## config.mk

```make
export PLATFORM = sky130hd
export DESIGN_NAME = controller_poll_flat
export DESIGN_NICKNAME = d
export VERILOG_FILES = /design/src/rtl/controller_poll_pkg.sv /design/src/rtl/controller_poll_if.sv /design/src/rtl/controller_poll_edge_tracker.sv /design/src/rtl/controller_poll.sv /design/src/flat_wrapper.sv
export SDC_FILE = /design/constraint.sdc
export NUM_CORES = 1
export LEC_CHECK = 0
export CORE_MARGIN = 5
export CORE_UTILIZATION = 45
export CTS_CLUSTER_SIZE = 40
export DETAILED_ROUTE_END_ITERATION = 10
export HOLD_SLACK_MARGIN = 0.15
export PLACE_DENSITY = 0.69
export SLEW_MARGIN = 20
export SYNTH_ARGS = -nofsm -noshare
export SYNTH_HDL_FRONTEND = slang
export SYNTH_SLANG_ARGS = --single-unit
```

## constraint.sdc

```tcl
create_clock -name clk -period 4.9 [get_ports clk]
set_clock_uncertainty 0.15 [all_clocks]
set_input_delay 0.98 -clock clk [delete_from_list [all_inputs] [get_ports clk]]
set_output_delay 0.98 -clock clk [all_outputs]
set_load 0.01 [all_outputs]
```

## src/rtl/controller_poll_pkg.sv

```systemverilog
`default_nettype none
// ----------------------------------------------------------------------------
// controller_pkg : poll sequencer states and CPU register map
// Rev 1.0
// ----------------------------------------------------------------------------
package controller_pkg;

  typedef enum logic [1:0] {
    IDLE    = 2'd0,
    FETCH   = 2'd1,
    WAIT    = 2'd2,
    CAPTURE = 2'd3
  } poll_state_t;

  localparam int CTRL_DATA_W = 8;
  localparam int CTRL_ADDR_W = 3;

  localparam logic [CTRL_ADDR_W-1:0] CTRL_ADDR_CUR_1     = 3'd0;
  localparam logic [CTRL_ADDR_W-1:0] CTRL_ADDR_CUR_2     = 3'd1;
  localparam logic [CTRL_ADDR_W-1:0] CTRL_ADDR_PRESSED_1 = 3'd2;
  localparam logic [CTRL_ADDR_W-1:0] CTRL_ADDR_PRESSED_2 = 3'd3;
  localparam logic [CTRL_ADDR_W-1:0] CTRL_ADDR_STATUS    = 3'd4;

  function automatic int max_int(input int a, input int b);
    return (a > b) ? a : b;
  endfunction

endpackage
`default_nettype wire

```

## src/rtl/controller_poll_if.sv

```systemverilog
`default_nettype none
// ----------------------------------------------------------------------------
// controller_poll_if : pad-interface and CPU register-bus signals of the poll block
// Rev 1.0
// ----------------------------------------------------------------------------
interface controller_poll_if;
  import controller_pkg::*;

  logic                   vblank_start;
  logic                   start_fetch;
  logic [CTRL_DATA_W-1:0] ctrl_1_data_in;
  logic [CTRL_DATA_W-1:0] ctrl_2_data_in;
  logic [CTRL_ADDR_W-1:0] cpu_addr;
  logic                   cpu_rd;
  logic [CTRL_DATA_W-1:0] cpu_rdata;

  modport master (
    output vblank_start, ctrl_1_data_in, ctrl_2_data_in, cpu_addr, cpu_rd,
    input  start_fetch, cpu_rdata
  );

  modport slave (
    input  vblank_start, ctrl_1_data_in, ctrl_2_data_in, cpu_addr, cpu_rd,
    output start_fetch, cpu_rdata
  );
endinterface
`default_nettype wire

```

## src/rtl/controller_poll_edge_tracker.sv

```systemverilog
`default_nettype none
// ----------------------------------------------------------------------------
// controller_edge_tracker : one player's current buttons and sticky newly-pressed bits
// Rev 1.0
// ----------------------------------------------------------------------------
module controller_edge_tracker
  import controller_pkg::*;
(
  input  logic                   clk,
  input  logic                   rst_n,
  input  logic                   capture,
  input  logic                   rd_clear,
  input  logic [CTRL_DATA_W-1:0] data_in,
  output logic [CTRL_DATA_W-1:0] cur,
  output logic [CTRL_DATA_W-1:0] pressed
);

  logic [CTRL_DATA_W-1:0] pressed_next;

  // Clear first, then OR in new edges so a read racing a capture loses nothing.
  always_comb begin
    pressed_next = rd_clear ? '0 : pressed;
    if (capture) begin
      pressed_next = pressed_next | (data_in & ~cur);
    end
  end

  always_ff @(posedge clk or negedge rst_n) begin
    if (!rst_n) begin
      cur     <= '0;
      pressed <= '0;
    end else begin
      pressed <= pressed_next;
      if (capture) begin
        cur <= data_in;
      end
    end
  end

endmodule
`default_nettype wire

```

## src/rtl/controller_poll.sv

```systemverilog
`default_nettype none
// ----------------------------------------------------------------------------
// controller_poll : per-vblank controller poll sequencer and CPU register bank
// Rev 1.0
// ----------------------------------------------------------------------------
module controller_poll
  import controller_pkg::*;
#(
  parameter int FETCH_PULSE_CYCLES = 2,
  parameter int SETTLE_CYCLES      = 12
) (
  input  logic              clk,
  input  logic              rst_n,
  controller_poll_if.slave  bus
);

  if (FETCH_PULSE_CYCLES < 1 || FETCH_PULSE_CYCLES > 9) begin : g_bad_fetch_pulse
    $error("controller_poll: FETCH_PULSE_CYCLES must be in 1..9");
  end
  if (SETTLE_CYCLES < 10) begin : g_bad_settle
    $error("controller_poll: SETTLE_CYCLES must be >= 10");
  end

  localparam int CNT_W = $clog2(max_int(FETCH_PULSE_CYCLES, SETTLE_CYCLES) + 1);
  localparam logic [CNT_W-1:0] FETCH_LAST  = CNT_W'(FETCH_PULSE_CYCLES - 1);
  localparam logic [CNT_W-1:0] SETTLE_LAST = CNT_W'(SETTLE_CYCLES - 1);

  poll_state_t            state, state_next;
  logic [CNT_W-1:0]       cnt, cnt_next;
  logic                   start_fetch_r;
  logic                   capture;
  logic                   valid, overrun;
  logic                   rd_pressed_1, rd_pressed_2, rd_status;
  logic [CTRL_DATA_W-1:0] cur_1, cur_2, pressed_1, pressed_2;
  logic [CTRL_DATA_W-1:0] rd_mux, rdata_r;

  always_ff @(posedge clk or negedge rst_n) begin
    if (!rst_n) begin
      state         <= IDLE;
      cnt           <= '0;
      start_fetch_r <= 1'b0;
    end else begin
      state         <= state_next;
      cnt           <= cnt_next;
      start_fetch_r <= (state_next == FETCH);
    end
  end

  always_comb begin
    state_next = state;
    cnt_next   = cnt;
    case (state)
      IDLE: begin
        cnt_next = '0;
        if (bus.vblank_start) state_next = FETCH;
      end
      FETCH: begin
        if (cnt == FETCH_LAST) begin
          state_next = WAIT;
          cnt_next   = '0;
        end else begin
          cnt_next = cnt + 1'b1;
        end
      end
      WAIT: begin
        if (cnt == SETTLE_LAST) begin
          state_next = CAPTURE;
          cnt_next   = '0;
        end else begin
          cnt_next = cnt + 1'b1;
        end
      end
      CAPTURE: begin
        state_next = IDLE;
        cnt_next   = '0;
      end
      default: begin
        state_next = IDLE;
        cnt_next   = '0;
      end
    endcase
  end

  assign capture      = (state == CAPTURE);
  assign rd_pressed_1 = bus.cpu_rd && (bus.cpu_addr == CTRL_ADDR_PRESSED_1);
  assign rd_pressed_2 = bus.cpu_rd && (bus.cpu_addr == CTRL_ADDR_PRESSED_2);
  assign rd_status    = bus.cpu_rd && (bus.cpu_addr == CTRL_ADDR_STATUS);

  controller_edge_tracker u_player_1 (
    .clk      (clk),
    .rst_n    (rst_n),
    .capture  (capture),
    .rd_clear (rd_pressed_1),
    .data_in  (bus.ctrl_1_data_in),
    .cur      (cur_1),
    .pressed  (pressed_1)
  );

  controller_edge_tracker u_player_2 (
    .clk      (clk),
    .rst_n    (rst_n),
    .capture  (capture),
    .rd_clear (rd_pressed_2),
    .data_in  (bus.ctrl_2_data_in),
    .cur      (cur_2),
    .pressed  (pressed_2)
  );

  // overrun flags a capture landing while the previous one was still unread.
  always_ff @(posedge clk or negedge rst_n) begin
    if (!rst_n) begin
      valid   <= 1'b0;
      overrun <= 1'b0;
    end else if (capture) begin
      valid   <= 1'b1;
      overrun <= rd_status ? 1'b0 : (overrun | valid);
    end else if (rd_status) begin
      valid   <= 1'b0;
      overrun <= 1'b0;
    end
  end

  always_comb begin
    rd_mux = '0;
    case (bus.cpu_addr)
      CTRL_ADDR_CUR_1:     rd_mux = cur_1;
      CTRL_ADDR_CUR_2:     rd_mux = cur_2;
      CTRL_ADDR_PRESSED_1: rd_mux = pressed_1;
      CTRL_ADDR_PRESSED_2: rd_mux = pressed_2;
      CTRL_ADDR_STATUS:    rd_mux = {6'b0, overrun, valid};
      default:             rd_mux = '0;
    endcase
  end

  always_ff @(posedge clk or negedge rst_n) begin
    if (!rst_n) begin
      rdata_r <= '0;
    end else if (bus.cpu_rd) begin
      rdata_r <= rd_mux;
    end
  end

  assign bus.start_fetch = start_fetch_r;
  assign bus.cpu_rdata   = rdata_r;

endmodule
`default_nettype wire

```

## src/flat_wrapper.sv

```systemverilog
// flat-port wrapper written by rule: the top's interface ports become plain ports
module controller_poll_flat import controller_pkg::*;
#(
  parameter int FETCH_PULSE_CYCLES = 2,
  parameter int SETTLE_CYCLES      = 12
)
  (clk, rst_n, bus_vblank_start, bus_ctrl_1_data_in, bus_ctrl_2_data_in, bus_cpu_addr, bus_cpu_rd, bus_start_fetch, bus_cpu_rdata);
  controller_poll_if bus_i ();
  input  logic clk;
  input  logic rst_n;
  input wire logic [$bits(bus_i.vblank_start)-1:0] bus_vblank_start;
  input wire logic [$bits(bus_i.ctrl_1_data_in)-1:0] bus_ctrl_1_data_in;
  input wire logic [$bits(bus_i.ctrl_2_data_in)-1:0] bus_ctrl_2_data_in;
  input wire logic [$bits(bus_i.cpu_addr)-1:0] bus_cpu_addr;
  input wire logic [$bits(bus_i.cpu_rd)-1:0] bus_cpu_rd;
  output wire logic [$bits(bus_i.start_fetch)-1:0] bus_start_fetch;
  output wire logic [$bits(bus_i.cpu_rdata)-1:0] bus_cpu_rdata;
  assign bus_i.vblank_start = bus_vblank_start;
  assign bus_i.ctrl_1_data_in = bus_ctrl_1_data_in;
  assign bus_i.ctrl_2_data_in = bus_ctrl_2_data_in;
  assign bus_i.cpu_addr = bus_cpu_addr;
  assign bus_i.cpu_rd = bus_cpu_rd;
  assign bus_start_fetch = bus_i.start_fetch;
  assign bus_cpu_rdata = bus_i.cpu_rdata;
  controller_poll #(.FETCH_PULSE_CYCLES(FETCH_PULSE_CYCLES), .SETTLE_CYCLES(SETTLE_CYCLES)) u_core (.clk(clk), .rst_n(rst_n), .bus(bus_i));
endmodule
```

==> Word-level counts from Yosys, hierarchy flattened <==
Index checks and enable logic that the tools add are counted.
{ "totals": {"ff_bits": 49, "in_bits": 23, "out_inout_bits": 9, "wordCells": 51} }
{ "classes": {"add_sub_neg": 1, "eq_ne": 10, "n_mux": 16, "bitwise_logic": 7, "reduce_logical": 7} }
{ "ops": {"columns": ["cell", "n"], "rows": [
  ["case mux 8 bit (5 select lines)", 1],
  ["2-to-1 mux 8 bit", 4],
  ["bitwise AND 8 bit", 2],
  ["inverter 8 bit", 2],
  ["OR 8 bit", 2],
  ["case mux 4 bit (3 select lines)", 1],
  ["2-to-1 mux 4 bit", 2],
  ["case mux 2 bit (4 select lines)", 1],
  ["== test 3 x 2 -> 1 bit, second input constant", 2],
  ["2-to-1 mux 2 bit", 3],
  ["adder 4 x 1 -> 4 bit, second input constant", 1],
  ["== test 2 x 1 -> 1 bit, second input constant", 2],
  ["== test 2 bit, second input constant", 2],
  ["== test 4 x 1 -> 1 bit, second input constant", 1],
  ["== test 4 bit, second input constant", 1],
  ["2-to-1 mux 1 bit", 4],
  ["== test 3 x 1 -> 1 bit, second input constant", 1],
  ["== test 3 bit, second input constant", 1],
  ["logical AND 1 bit", 3],
  ["logical NOT 3 bit", 1],
  ["logical NOT 2 bit", 1],
  ["nonzero test 2 bit", 1],
  ["OR reduction 2 bit", 1],
  ["OR 1 bit", 1]
]} }

==> Logic depth before layout (Yosys ltp) <==
Gate-level depths: netlist of run 1.
{ "depth": {"depth_word": 5, "ltp_mapped": 5, "mapped_depth_nobuf": 5} }

==> Hierarchy <==
Synthesis of run 1 repeated with hierarchy kept, for this count alone.
{ "hier_totals": {"cells_unflattened": 215, "area_unflattened_um2": 2285.9} }
{ "modules_own_cells": {"columns": ["mod", "instances", "cells_each", "area_per_inst_um2", "seq_area_each_um2"], "rows": [
  ["controller_edge_tracker", 2, 57, 628.1, 400.4],
  ["controller_poll", 1, 101, 1029.7, 425.4]
]} }

==> Worst setup path after synthesis of run 1 <==
Ideal clock, no wire load.
{ "synth_path": {"path_type": "input to register", "start": "input port bus_cpu_addr[0]", "end": "register u_core.rdata_r[0], in the netlist u_core.bus.cpu_rdata[0]", "setup_time_ps": 140, "arrival_ps": 1721, "t_required_ps": 4610, "path_slack_ps": 2889, "path_stages": 5, "path_buffers": 2, "cell_sequence": "buf_6 buf_8 mux2_4 a22oi_2 a31oi_1"} }
{ "synth_via": {"elab_chain_len": 2, "elab_cells_between_ends": 6, "classes_between": "eq/ne: 4; mux: 1; reduce/logical: 1"} }
{ "synth_rtl": {"columns": ["element", "line", "rtl"], "rows": [
  ["start: declaration", "flat_wrapper.sv:14", "input wire logic [$bits(bus_i.cpu_addr)-1:0] bus_cpu_addr;"],
  ["== test 3 bit, or another cell as far along", "controller_poll.sv:125", "case (bus.cpu_addr)"],
  ["case mux 8 bit (5 select lines) (*)", "controller_poll.sv:125", null],
  ["end signal: assignment", "controller_poll.sv:139", "rdata_r <= rd_mux;"],
  ["end: declaration", "controller_poll.sv:35", "logic [CTRL_DATA_W-1:0] rd_mux, rdata_r;"]
]} }
Every way passes the cells marked *; elsewhere a longest branch is shown, timed or not.
A chain may end at the register's enable or synchronous reset.

==> Worst setup path in the final report of run 1 <==
{ "layout_path": {"start": "input port bus_cpu_addr[0]", "end": "register u_core.rdata_r[6], in the netlist u_core.bus.cpu_rdata[6]"} }
Same word-level chain as after synthesis.

==> flow_summary_export.csv, run 1 <==
group,metric,value,unit
synthesis,synth.yosys.warnings,0,
final_layout,multi_input_area,868,sq um
synthesis,synth-edff-count,0,
pwr,ir_drop,0.311,mV
synthesis,ys_ff_latch,49,
job,drv_cap,0,
synthesis,synth_area,2270,sq um
drt,viasPerCell,5.19,
synthesis,synthArstFlopShare,100,%
final_layout,regArea,1230,sq um
final_layout,fin_area,2760,sq um
sta,finalMaxSlewViolations,0,
synthesis,syn-num-nets,227,
global_routing,grt_pass1_vias,1532,
hold_path,hp-class,"flop to flop",
final_layout,final_layout_size_suffix_gt1_share,11.2,%
global_routing,antenna_found_initial,0,
pwr,p_leak,1.18,nW
critical_path,crit_type,"input pin to flop",
critical_path,r2r_slack,3.25,ns
global_routing,grt_max_degree,51,
synthesis,synth_cell_type_count,41,
cts,postCtsResizedCells,0,
global_routing,globalRouteTotalUtil,15.1,%
final_layout,fin_cells,299,
floorplan,core-area,4820,sq um
sta,worst_pin_slew,0.850,ns
critical_path,endpoint_kind,"flop",
cts,clk_latency,0.30,ns
cts,ctsHtreeMaxLevel,2,
sta,setup_tns,0,ns
run_status,status,"finished clean",
pwr,power_density,522,nW/um^2
synthesis,synth-seq-area-share,53.9,%
drt,drc_errors,0,
drt,wire_per_inst,14.8,microns
global_routing,grt_pass1_wl,7.43,mm
placement,dpl-instance-area,2640,sq um
cts,clkTransAtPathRegs,0.09,ns
sta,rsz0062_at_grt,"false",
drt,postRouteWirelength,4.42,mm
cts,post_cts_buffers,0,
cts,cts.sinks,49,
cts,clockBufferDepth,2,
critical_path,required,4.91,ns
drt,drtIter0Drc,84,
critical_path,path_max_fanout,17,
sta,finalSetupViolCount,0,
synthesis,synth-main-ff-cell,"dfrtp_1",
floorplan,io_pins,32,
placement,dp_cells,291,
sta,relSlewSlack,43.2,%
floorplan,die_w,81.1,microns
synthesis,synthCells,201,
drt,dr.pass1.iters,6,
placement,port_buffers,31,
drt,ant_nets,0,
drt,vias,1552,
cts,cts_buffers,5,
floorplan,start_util,47.2,%
sta,min_period,2.74,ns
sta,hold_viol,0,
placement,gp_congestion,0.764,
floorplan,die-area,6570,sq um
final_layout,n_antenna_cell,0,
global_routing,grt-ovfl-total,0,
sta,fmaxAchievable,365,MHz
cts,cts_hold_buf,0,
floorplan,placementRows,25,
critical_path,startpoint_type,"input pin",
pwr,power.total,1.44,mW
placement,place_hpwl,3.17,mm
synthesis,avgSynthCellArea,11.3,sq um
critical_path,cp.arrival,2.75,ns
sta,fin_crit_sh,55.9,%
final_layout,fin_nets,257,
cts,cts_tree,"done",
floorplan,die_h,81.1,microns
final_layout,num-fill-cells,443,
final_layout,area_growth,21.4,%
cts,root_buffer,"clkbuf_8",
worst max-delay path, cell delays in order:
cell and delay [ns]:
clkdlybuf4s50_1 1.03, mux4_2 0.59, nand2_1 0.07, o21ai_0 0.08
path summary, 6_finish.rpt:
kind / startpoint / endpoint / cells after the start
setup reg to reg: u_core.cnt[1] / u_core.state[0] / 5
hold reg to reg: u_core.u_player_1.pressed[4] / u_core.u_player_1.pressed[4] / 1
max in group asynchronous: rst_n / u_core.u_player_2.pressed[6] / 3
min in group asynchronous: rst_n / u_core.u_player_1.cur[5] / 1
hold / removal: u_core.u_player_1.pressed[4] / u_core.u_player_1.pressed[4] / 1
setup / recovery: bus_cpu_addr[0] / u_core.bus.cpu_rdata[6] / 4
state kept, by name, summed over array words and instances, names as in the netlist:
register and count:
u_core.u_player_1.pressed 8, u_core.bus.start_fetch 1, u_core.bus.cpu_rdata 8, u_core.u_player_1.cur 8, u_core.cnt 4, u_core.u_player_2.pressed 8, u_core.valid 1, u_core.u_player_2.cur 8
u_core.state 2, u_core.overrun 1
layout by cell type (no fill, tap or decap), types with 2 or more instances in the layout:
cell type and n:
buf_16 2, o21ai_1 3, nand3b_1 4, a21o_1 2, inv_1 25, nand3_1 2
ha_1 3, clkdlybuf4s50_1 30, nand2b_1 2, clkbuf_8 6, mux4_2 6, nor2_1 5
dfrtp_1 49, nand2_1 24, o21ai_0 21, a31oi_1 3, a21oi_1 4, a32o_1 16
cell type report:
class	count	area share [%]
well taps	67	3.04
inverters	25	3.40
clock buffers	6	2.99
multi-input cells	116	31.5
clock inverters	2	1.36
flip-flops and latches	49	44.4
repair buffers	34	13.3
per-stage QoR:
step	setup WS, ns	hold WS (ns)	util, %
2_1_floorplan	2.89	0.310	-
3_3_place_gp	1.84	0.322	53.7
3_5_place_dp	1.81	0.326	54.8
4_1_cts	2.14	0.346	57.3
5_1_grt	2.02	0.354	57.3
6_report	2.16	0.343	57.3
synth_stat cells (all sizes together), types with 3 or more instances:
library cell / number / area, sq um
dfrtp: 49 / 1230
nand3b: 5 / 50.1
nor2: 5 / 18.8
buf: 10 / 81.3
mux4: 6 / 135
inv: 25 / 93.8
a32o: 16 / 160
nand2: 24 / 90.1
o21ai: 24 / 120
a31oi: 3 / 18.8
ha: 3 / 37.5
nand3: 3 / 20.0
a21oi: 4 / 20.0
kinds of logic (layout without fill, tap and decap cells):
family	after synthesis	after routing	synth area share, %
compound gates	54	54	16.6
flops	49	49	53.9
simple gates	48	48	11.6
buf+inv	36	67	7.87
mux	9	9	7.54
fa+ha+maj	3	3	1.65
xor+xnor	2	2	0.771
where the power goes:
group	switching, mW	total (mW)	internal (mW)	leakage [nW]
sequential	0.109	0.690	0.580	0.620
clock	0.137	0.303	0.166	0.0574
combinational	0.205	0.449	0.244	0.505
total	0.451	1.44	0.991	1.18
metal layers:
metal | GRT usage (%) | routed length (microns) | vias up
met3 | 3.77 | 165 | 6
met2 | 23.6 | 2040 | 28
met1 | 20.3 | 2140 | 753
met4 | 6.08 | 75 | 0
met5 | 0 | 0 | -
li1 | - | - | 765
Power figures use the tool's default switching activity.
==> run 2: changes to the inputs <==
==> constraint.sdc (replaced) <==
create_clock -name clk -period 2.57 [get_ports clk]
set_clock_uncertainty 0.15 [all_clocks]
set_input_delay 0.514 -clock clk [delete_from_list [all_inputs] [get_ports clk]]
set_output_delay 0.514 -clock clk [all_outputs]
set_load 0.01 [all_outputs]
==> flow_summary_export.csv, run 2 (synthesis results as in run 1) <==
group,metric,value,unit
global_routing,grt_pass1_vias,1574,
drt,dr.pass1.iters,4,
critical_path,required,1.91,ns
drt,viasPerCell,5.24,
floorplan,die-area,6570,sq um
placement,dp_cells,296,
cts,root_buffer,"clkbuf_8",
drt,dr_wl_met3,305,microns
drt,ant_nets,0,
pwr,p_clk_share,17.9,%
hold_path,hp-class,"input pin to async pin",
critical_path,reg2reg_from,"u_core.cnt[1]",
placement,place_hpwl,3.06,mm
job,drv_cap,0,
global_routing,grt-ovfl-total,0,
floorplan,die_h,81.1,microns
critical_path,regToRegEndpoint,"u_core.state[0]",
floorplan,die_w,81.1,microns
pwr,power_frac_comb,32.4,%
pwr,power_frac_seq,49.8,%
pwr,p_sw_share,32.3,%
final_layout,n_antenna_cell,0,
drt,wl_met2,2.06,mm
pwr,power.total,2.65,mW
sta,worst_pin_slew,0.628,ns
sta,finalSetupViolCount,0,
drt,wire_per_inst,14.6,microns
final_layout,post-route-util,57.0,%
cts,ctsHtreeMaxLevel,2,
global_routing,grt_max_degree,51,
floorplan,placementRows,25,
global_routing,antenna_found_initial,0,
final_layout,area_growth,20.8,%
cts,cts_hold_buf,0,
drt,postRouteWirelength,4.44,mm
drt,highest_layer,"met4",
sta,min_period,1.90,ns
pwr,p_sw,0.854,mW
global_routing,globalRouteTotalUtil,15.4,%
pwr,ir_drop,0.520,mV
critical_path,r2r_cells,5,
critical_path,crit_type,"flop to output port",
critical_path,cp.arrival,1.24,ns
sta,fin_crit_sh,74.0,%
cts,postCtsResizedCells,0,
sta,rsz0062_at_grt,"false",
critical_path,cp_cell_sequence,"clkdlybuf4s50_1",
floorplan,io_pins,32,
critical_path,slowest_delay,0.55,ns
run_status,status,"finished clean",
placement,gp_congestion,0.755,
final_layout,final_common_cell,"dfrtp_1",
final_layout,layout_common_cells,"49 x dfrtp_1, 30 x clkdlybuf4s50_1, 25 x inv_1",
cts,cts_buffers,5,
drt,drtIter0Drc,157,
cts,clkTransAtPathRegs,0.10,ns
floorplan,start_util,47.2,%
sta,finalMaxSlewViolations,0,
floorplan,core-area,4820,sq um
pwr,p_leak,1.19,nW
final_layout,num-fill-cells,434,
drt,drc_errors,0,
cts,clockBufferDepth,2,
final_layout,fin_nets,262,
critical_path,cp_slowest_cell,"clkdlybuf4s50_1",
placement,port_buffers,31,
drt,drt-met1-wl,2.04,mm
sta,worst_hold_slack,0.150,ns
critical_path,r2r_slack,0.93,ns
critical_path,crit_buf_inv,1,
critical_path,endpoint_kind,"output port",
sta,relSlewSlack,58.1,%
cts,cts_tree,"done",
global_routing,grt_pass1_wl,7.67,mm
cts,cts.sinks,49,
sta,fmaxAchievable,526,MHz
cts,post_cts_buffers,0,
sta,hold_viol,0,
critical_path,startpoint_type,"flop",
pwr,intPower,1.79,mW
drt,vias,1593,
cts,clk_latency,0.30,ns
final_layout,fin_cells,304,
critical_path,cp_top_family,"buffers and inverters",
pwr,power_density,963,nW/um^2
critical_path,path_max_fanout,2,
sta,setup_tns,0,ns
final_layout,final_layout_size_suffix_gt1_share,13.1,%
[run 2: worst max-delay path by stage]
stage                            start                       to  slack (ns)  cells after the start
5_1_grt        u_core.bus.cpu_rdata[2]         bus_cpu_rdata[2]        0.61                      1
3_5_place_dp           bus_cpu_addr[0]  u_core.bus.cpu_rdata[6]        0.43                      5
2_1_floorplan          bus_cpu_addr[0]  u_core.bus.cpu_rdata[0]        1.03                      5
6_report       u_core.bus.cpu_rdata[2]         bus_cpu_rdata[2]        0.67                      1
3_3_place_gp           bus_cpu_addr[0]  u_core.bus.cpu_rdata[4]        0.47                      5
4_1_cts        u_core.bus.cpu_rdata[2]         bus_cpu_rdata[2]        0.66                      1
[run 2: final cells by class]
type	count	area, sq um	share of cell area, %
Clock inverter	2	13.8	0.501
Timing Repair Buffer	39	378	13.8
Sequential cell	49	1230	44.6
Tap cell	67	83.8	3.05
Clock buffer	6	82.6	3.01
Inverter	25	93.8	3.42
Multi-Input combinational cell	116	868	31.6
[run 2: per-stage QoR]
stage               cell area [sq um]  worst slack (ns)
global route                     2750             0.609
global placement                 2650             0.469
detailed placement               2650             0.432
finish                           2750             0.667
CTS                              2750             0.661
floorplan                        2270              1.03
[run 2: metal layers]
| layer | up-vias | GRT usage (%) |
|---|---|---|
| met5 | - | 0 |
| met4 | 0 | 5.07 |
| met3 | 4 | 4.55 |
| met2 | 36 | 24.0 |
| met1 | 773 | 20.7 |
| li1 | 780 | - |
[run 2: power by group through the flow]
stage	Clock, mW	Sequential, mW	Combinational, mW
finish	0.473	1.32	0.856
global route	0.520	1.37	0.977
CTS	0.490	1.32	0.866
detailed placement	0	1.33	0.861
global placement	0	1.32	0.833
floorplan	0	1.29	0.634
